==> config.mk <==
export PLATFORM = sky130hd
export DESIGN_NAME = score_render
export DESIGN_NICKNAME = d
export VERILOG_FILES = /design/src/rtl/score_render.sv
export SDC_FILE = /design/constraint.sdc
export NUM_CORES = 1
export LEC_CHECK = 0
export ABC_AREA = 1
export CAP_MARGIN = 20
export CORE_ASPECT_RATIO = 1.5
export CORE_MARGIN = 2
export CORE_UTILIZATION = 53
export CTS_CLUSTER_DIAMETER = 150
export DETAILED_ROUTE_END_ITERATION = 16
export HOLD_SLACK_MARGIN = 0.03
export PLACE_DENSITY = 0.83
export SYNTH_ARGS = -nofsm -noshare
export SYNTH_HDL_FRONTEND = slang
export SYNTH_SLANG_ARGS = --single-unit
==> constraint.sdc <==
create_clock -name clk -period 2.38 [get_ports clk]
set_input_delay 0.238 -clock clk [delete_from_list [all_inputs] [get_ports clk]]
set_output_delay 0.238 -clock clk [all_outputs]
set_load 0.01 [all_outputs]
==> src/rtl/score_render.sv <==
// rtl/score_render.sv - per-frame BCD score snapshot, high-score tracking and 7-segment overlay renderer
module score_render #(
  parameter int X0 = 560,
  parameter int Y0 = 16,
  parameter int S  = 1
) (
  input  logic        clk,
  input  logic        rst_n,
  input  logic [15:0] score,
  input  logic        game_tick,
  input  logic        game_over,
  input  logic [9:0]  hpos,
  input  logic [9:0]  vpos,
  output logic        pixel_on,
  output logic [15:0] hi_score
);

  localparam logic [10:0] X0_L = 11'(X0);
  localparam logic [10:0] Y0_L = 11'(Y0);
  localparam logic [10:0] W_L  = 11'(20 << S);
  localparam logic [10:0] H_L  = 11'(15 << S);

  logic        tick_q;
  logic [15:0] snap_q, hi_q;
  logic        in_q, sel_q, pix_q;
  logic [1:0]  slot_q;
  logic [2:0]  col_q, row_q;

  logic [10:0] dx, dy;
  logic [4:0]  gx;
  logic [3:0]  gy;
  logic        in_d, sel_d;
  logic [1:0]  slot_d;
  logic [2:0]  col_d, row_d;

  // Stage 1: 11-bit offsets keep left/above-region pixels negative instead of wrapping in.
  always_comb begin
    dx     = {1'b0, hpos} - X0_L;
    dy     = {1'b0, vpos} - Y0_L;
    in_d   = ~dx[10] & ~dy[10] & (dx < W_L) & (dy < H_L);
    gx     = 5'(dx >> S);
    gy     = 4'(dy >> S);
    slot_d = 2'd0;
    col_d  = 3'(gx);
    if (gx >= 5'd15) begin
      slot_d = 2'd3;
      col_d  = 3'(gx - 5'd15);
    end else if (gx >= 5'd10) begin
      slot_d = 2'd2;
      col_d  = 3'(gx - 5'd10);
    end else if (gx >= 5'd5) begin
      slot_d = 2'd1;
      col_d  = 3'(gx - 5'd5);
    end
    // gy 7 maps to row 7, which no segment covers, so the middle gap needs no extra flag.
    sel_d = (gy >= 4'd8);
    row_d = sel_d ? 3'(gy - 4'd8) : gy[2:0];
  end

  logic [15:0] digs;
  logic [3:0]  nib;
  logic        blank, hit;
  logic [6:0]  seg;  // {a,b,c,d,e,f,g}

  always_comb begin
    digs = sel_q ? hi_q : snap_q;
    nib  = 4'd0;
    blank = 1'b0;
    case (slot_q)
      2'd0: begin nib = digs[15:12]; blank = (digs[15:12] == 4'd0); end
      2'd1: begin nib = digs[11:8];  blank = (digs[15:8]  == 8'd0); end
      2'd2: begin nib = digs[7:4];   blank = (digs[15:4]  == 12'd0); end
      default: begin nib = digs[3:0]; blank = 1'b0; end
    endcase
    case (nib)
      4'd0: seg = 7'b1111110;
      4'd1: seg = 7'b0110000;
      4'd2: seg = 7'b1101101;
      4'd3: seg = 7'b1111001;
      4'd4: seg = 7'b0110011;
      4'd5: seg = 7'b1011011;
      4'd6: seg = 7'b1011111;
      4'd7: seg = 7'b1110000;
      4'd8: seg = 7'b1111111;
      4'd9: seg = 7'b1111011;
      default: seg = 7'b0000001;
    endcase
    hit = (seg[6] & (row_q == 3'd0))
        | (seg[5] & (col_q == 3'd3) & (row_q <= 3'd3))
        | (seg[4] & (col_q == 3'd3) & (row_q >= 3'd3) & (row_q <= 3'd6))
        | (seg[3] & (row_q == 3'd6))
        | (seg[2] & (col_q == 3'd0) & (row_q >= 3'd3) & (row_q <= 3'd6))
        | (seg[1] & (col_q == 3'd0) & (row_q <= 3'd3))
        | (seg[0] & (row_q == 3'd3));
  end

  always_ff @(posedge clk or negedge rst_n) begin
    if (!rst_n) begin
      tick_q <= 1'b0;
      snap_q <= 16'd0;
      hi_q   <= 16'd0;
      in_q   <= 1'b0;
      sel_q  <= 1'b0;
      slot_q <= 2'd0;
      col_q  <= 3'd0;
      row_q  <= 3'd0;
      pix_q  <= 1'b0;
    end else begin
      tick_q <= game_tick;
      if (tick_q) snap_q <= score;
      if (game_over && (score > hi_q)) hi_q <= score;
      in_q   <= in_d;
      sel_q  <= sel_d;
      slot_q <= slot_d;
      col_q  <= col_d;
      row_q  <= row_d;
      pix_q  <= in_q & (col_q != 3'd4) & ~blank & hit;
    end
  end

  assign pixel_on = pix_q;
  assign hi_score = hi_q;

endmodule

==> results.md <==
Drt:
- The wire length per cell is between 10 and 15 um.
- The first-pass iteration count of the detailed router is 4.
- In the routed design, unresolved DRC markers number 0.
- The final wirelength is about 6500 um.
- The count of nets left with antenna violations after detail routing is 0.
- The initial detailed-routing violation count is 150.
- In the routed layout, each cell is associated on average with a via count of between 5 and 6.
- The number of vias in the routed layout is around 2.7k.

Timing:
- Adding up every negative setup slack in the final design gives 0 ns.
- For the pin with the worst max-slew slack, the measured transition is roughly 0.95 ns.
- Setup violations remaining at the end of the flow were counted as 0.
- Setup repair after global routing left no endpoint under its margin.
- Setup slack closes at ~0.21 ns.
- The minimum period implied by the final worst setup slack is between 2 and 2.5 ns.
- The worst relative slew slack is a little over a third.
- The number of max-slew violations in the final report is 0.
- The final worst-path cycle share is 91.1%.
- The largest clock skew in the final design is 0.00597 ns.
- For this run, the top clock speed supported by timing is around 0.46 GHz.
- The final number of hold-violating endpoints is 0.

Floorplan:
- The core region is ~5500 um^2.
- The site row count is 33.
- The overall die width is between 60 and 70 um.
- In this run the count of I/O pins placed on the die edge is between 50 and 60.
- The initial utilization of the core area, before any placement, comes to 54.8%.
- The die covers 6270 um^2.
- The height of the die is between 90 and 100 um.

Worst setup path:
- The critical path capture point type is a flop.
- For this design, the slowest cell found on the critical path is sky130_fd_sc_hd__dfrtp_1.
- The signal on the critical path passes through inv_2 > nor2_1 > a211oi_1 > nor2_4 > ha_1 > o21ai_0 > nand2_1 > o21ai_0 > nand2_1 > nand2_1 > nand2_1 > nand2_1 > a21oi_2.
- The setup path with the least slack is of type reg2reg.
- At the worst endpoint, the required time is 2.57 ns.
- The launching instance or port of the critical path is sel_q$_DFF_PN0_.
- The cell family contributing the most delay on the critical path is compound AO/OA/AOI/OAI gates.
- The cell count of the worst reg-to-reg path is 13.
- Together, buffers and inverters on the worst path number 1.
- The register-to-register path setup slack is between 0.2 and 0.25 ns.
- By instance count, the cell type seen most on the critical path is sky130_fd_sc_hd__nand2_1.
- In this run the critical register-to-register path is captured at pixel_on$_DFF_PN0_.
- At the worst endpoint, the arrival time is roughly 2.4 ns.
- The startpoint identified for the worst register-to-register timing path is sel_q$_DFF_PN0_.
- The longest individual stage delay on the worst path is 0.41 ns.
- In this run the worst path has a maximum fanout of 10.
- The startpoint type of the worst setup path is a flop.

Clocking:
- After clock tree synthesis, the clock-pin slew on the worst setup and hold paths is approximately 0.080 ns.
- The number of hold buffers added after cts is 0.
- The CTS sink count is 44.
- The number of setup buffers added after CTS is 0.
- Counting the buffers created by CTS gives 5.
- The post-cts gate resize count is 0.
- The cell sitting at the root of the clock tree is a sky130_fd_sc_hd__clkbuf_8.
- The clock reaches the later pin of the worst-skew pair after ~0.30 ns.
- The number of H-tree branching levels is 2.
- The clock tree from TritonCTS is built.
- The number of buffers on the longest clock path is 2.

Power and ir drop:
- The worst-case IR drop observed on VDD is slightly below 0.5 mV.
- In this run the power density over the cells is ~800 nW/um^2.
- Summed over all cells, the static leakage comes to roughly 0.0019 uW.

Global route:
- The number of global-route vias before repair is approximately 2.7k.
- For this run the aggregate overflow at the end of global routing stands at 0.
- The initial antenna violation count came to 0.
- For this run, the total global-route usage over all layers was measured as a little under a quarter.
- The global-route wire length before repair is ~11000 um.
- Entering global routing, the biggest net connects 45 pins.

Place:
- The final weighted congestion in routability-driven placement is between 0.9 and 1.
- After legalization and detailed placement, the total HPWL measured 5110 um.
- The worst setup slack after placement is ~0.03 ns.
- The count of buffers added on input and output ports is 54.
- The post-place instance area is between 3000 and 4000 um^2.

Layout:
- Cells with a size suffix above 1 make up slightly above 7% of the layout.
- The net total in the final layout is approximately 520.
- The number of antenna diodes in the final layout is 0.
- Once layout is complete, the utilization of the core stands at 67.9%.
- The final design area excluding fillers is roughly 3700 um^2.
- The area growth from synthesis to layout is 23.8%.

Synthesis:
- The number of warnings issued by yosys is 0.
- The sequential-to-total area share from yosys stat is around 37%.
- The synthesized instance count is roughly 400.
- The dominant synthesized flop cell is sky130_fd_sc_hd__dfrtp_1.
- For this run, asynchronously set or reset flops after synthesis account for between 90% and 100%.
- The post-synthesis area per instance is between 7 and 8 um^2.
- The number of nets handed over by synthesis was between 400 and 500.
- The synthesized design contains 0 enable-type register cells.
- The cell area after technology mapping is 2990 um^2.
- The number of synthesized register bits is 44.
- The synthesized netlist contains 35 unique library cells.

Run:
- Max-cap violations in this run came to 0.

Run status:
- The flow ran to the end, and the final reports show no timing, DRC or antenna violations.

Hold path:
- The min-delay analysis places its worst path in the category in2async.
## power by group
| part | switching [uW] | internal, uW | leakage [uW] |
|---|---|---|---|
| Clock | 249 | 199 | 0.0000400 |
| Sequential | 173 | 920 | 0.000530 |
| Combinational | 747 | 658 | 0.00134 |
## worst max path at each step
stage	to	slack, ns	cells past startpoint
6_report	pixel_on$_DFF_PN0_	0.21	13
5_1_grt	pixel_on$_DFF_PN0_	0.006	13
4_1_cts	pixel_on$_DFF_PN0_	0.25	14
3_5_place_dp	hi_score[13]$_DFFE_PN0P_	0.03	10
3_3_place_gp	hi_score[4]$_DFFE_PN0P_	0.15	11
2_1_floorplan	pixel_on$_DFF_PN0_	0.48	13
## logic make-up (layout without fill, tap and decap cells)
logic type	count (synthesis)	in the layout	synth area share, %
adders and majority gates	30	30	12.6
DFF	44	44	36.9
buffers and inverters	83	141	10.8
AOI/OAI and AO/OA	78	78	14.5
and+or+nand+nor	156	156	23.7
xor gates and xnor gates	5	5	1.47
## cell usage in the layout, fill, tap and decap left out, types with 2 or more instances in the layout
cell type / count
sky130_fd_sc_hd__a21oi_1: 16
sky130_fd_sc_hd__ha_1: 30
sky130_fd_sc_hd__nand2_1: 103
sky130_fd_sc_hd__buf_4: 4
sky130_fd_sc_hd__o21ai_0: 41
sky130_fd_sc_hd__dfrtp_1: 44
sky130_fd_sc_hd__o41ai_1: 2
sky130_fd_sc_hd__nand3_1: 10
sky130_fd_sc_hd__a211oi_1: 2
sky130_fd_sc_hd__clkdlybuf4s50_1: 53
sky130_fd_sc_hd__nor3_1: 2
sky130_fd_sc_hd__o21ai_1: 5
sky130_fd_sc_hd__xor2_1: 5
sky130_fd_sc_hd__nand3_2: 6
sky130_fd_sc_hd__inv_1: 74
sky130_fd_sc_hd__a31oi_1: 4
sky130_fd_sc_hd__nand4_1: 7
sky130_fd_sc_hd__nand2_2: 4
sky130_fd_sc_hd__clkbuf_8: 5
sky130_fd_sc_hd__nor2_1: 17
sky130_fd_sc_hd__nor2_4: 3
## synthesized netlist by cell type (2+ instances only)
master	count	area share, %
sky130_fd_sc_hd__nor2_1	17	2.1
sky130_fd_sc_hd__nor2_4	3	1.1
sky130_fd_sc_hd__a211oi_1	2	0.50
sky130_fd_sc_hd__o21ai_1	5	0.84
sky130_fd_sc_hd__ha_1	30	13
sky130_fd_sc_hd__xor2_1	5	1.5
sky130_fd_sc_hd__o41ai_1	2	0.59
sky130_fd_sc_hd__inv_1	74	9.3
sky130_fd_sc_hd__nand3_2	6	2.0
sky130_fd_sc_hd__nand2_1	103	13
sky130_fd_sc_hd__nand2_2	4	0.84
sky130_fd_sc_hd__clkbuf_1	5	0.63
sky130_fd_sc_hd__nand3_1	10	1.7
sky130_fd_sc_hd__nor3_1	2	0.34
sky130_fd_sc_hd__a21oi_1	16	2.7
sky130_fd_sc_hd__dfrtp_1	44	37
sky130_fd_sc_hd__nand4_1	7	1.5
sky130_fd_sc_hd__a31oi_1	4	0.84
sky130_fd_sc_hd__o21ai_0	41	6.9
## stage by stage
step | hold WS (ns) | total power, uW | instances
global placement | 0.439 | 2440 | 517
global route | 0.169 | 3220 | 524
detailed placement | 0.448 | 2510 | 517
floorplan | -0.0576 | 1900 | 396
finish | 0.0839 | 2950 | 524
CTS | 0.124 | 2970 | 524
## metal layers
| layer | vias to the layer above | share of wire, % | track usage [%] |
|---|---|---|---|
| li1 | 1383 | - | - |
| met1 | 1275 | 41 | 25.9 |
| met2 | 70 | 54 | 43.4 |
| met3 | 10 | 3.8 | 2.69 |
| met4 | 0 | 1.7 | 9.38 |
| met5 | - | 0 | 0 |
## area by class of cell
type	count	area (um^2)
Multi-Input combinational cell	269	1560
Clock buffer	5	68.8
Sequential cell	44	1100
Timing Repair Buffer	59	586
Inverter	75	282
Clock inverter	2	12.5
Tap cell	70	87.6
Fill cell	461	1750
## state kept, by name, indices dropped and copies added, names as in the netlist
name / flops
col_q: 3
hi_score: 16
in_q: 1
pixel_on: 1
row_q: 3
sel_q: 1
slot_q: 2
snap_q: 16
tick_q: 1
## worst reg2reg max path, cell delays in order, from the launching register on
cell	delay [ns]
sky130_fd_sc_hd__dfrtp_1	0.41
sky130_fd_sc_hd__inv_2	0.18
sky130_fd_sc_hd__nor2_1	0.07
sky130_fd_sc_hd__a211oi_1	0.36
sky130_fd_sc_hd__nor2_4	0.11
sky130_fd_sc_hd__ha_1	0.31
sky130_fd_sc_hd__o21ai_0	0.18
sky130_fd_sc_hd__nand2_1	0.07
sky130_fd_sc_hd__o21ai_0	0.08
sky130_fd_sc_hd__nand2_1	0.08
sky130_fd_sc_hd__nand2_1	0.06
sky130_fd_sc_hd__nand2_1	0.06
sky130_fd_sc_hd__nand2_1	0.07
sky130_fd_sc_hd__a21oi_2	0.05
(Power assumes the default switching activity.)
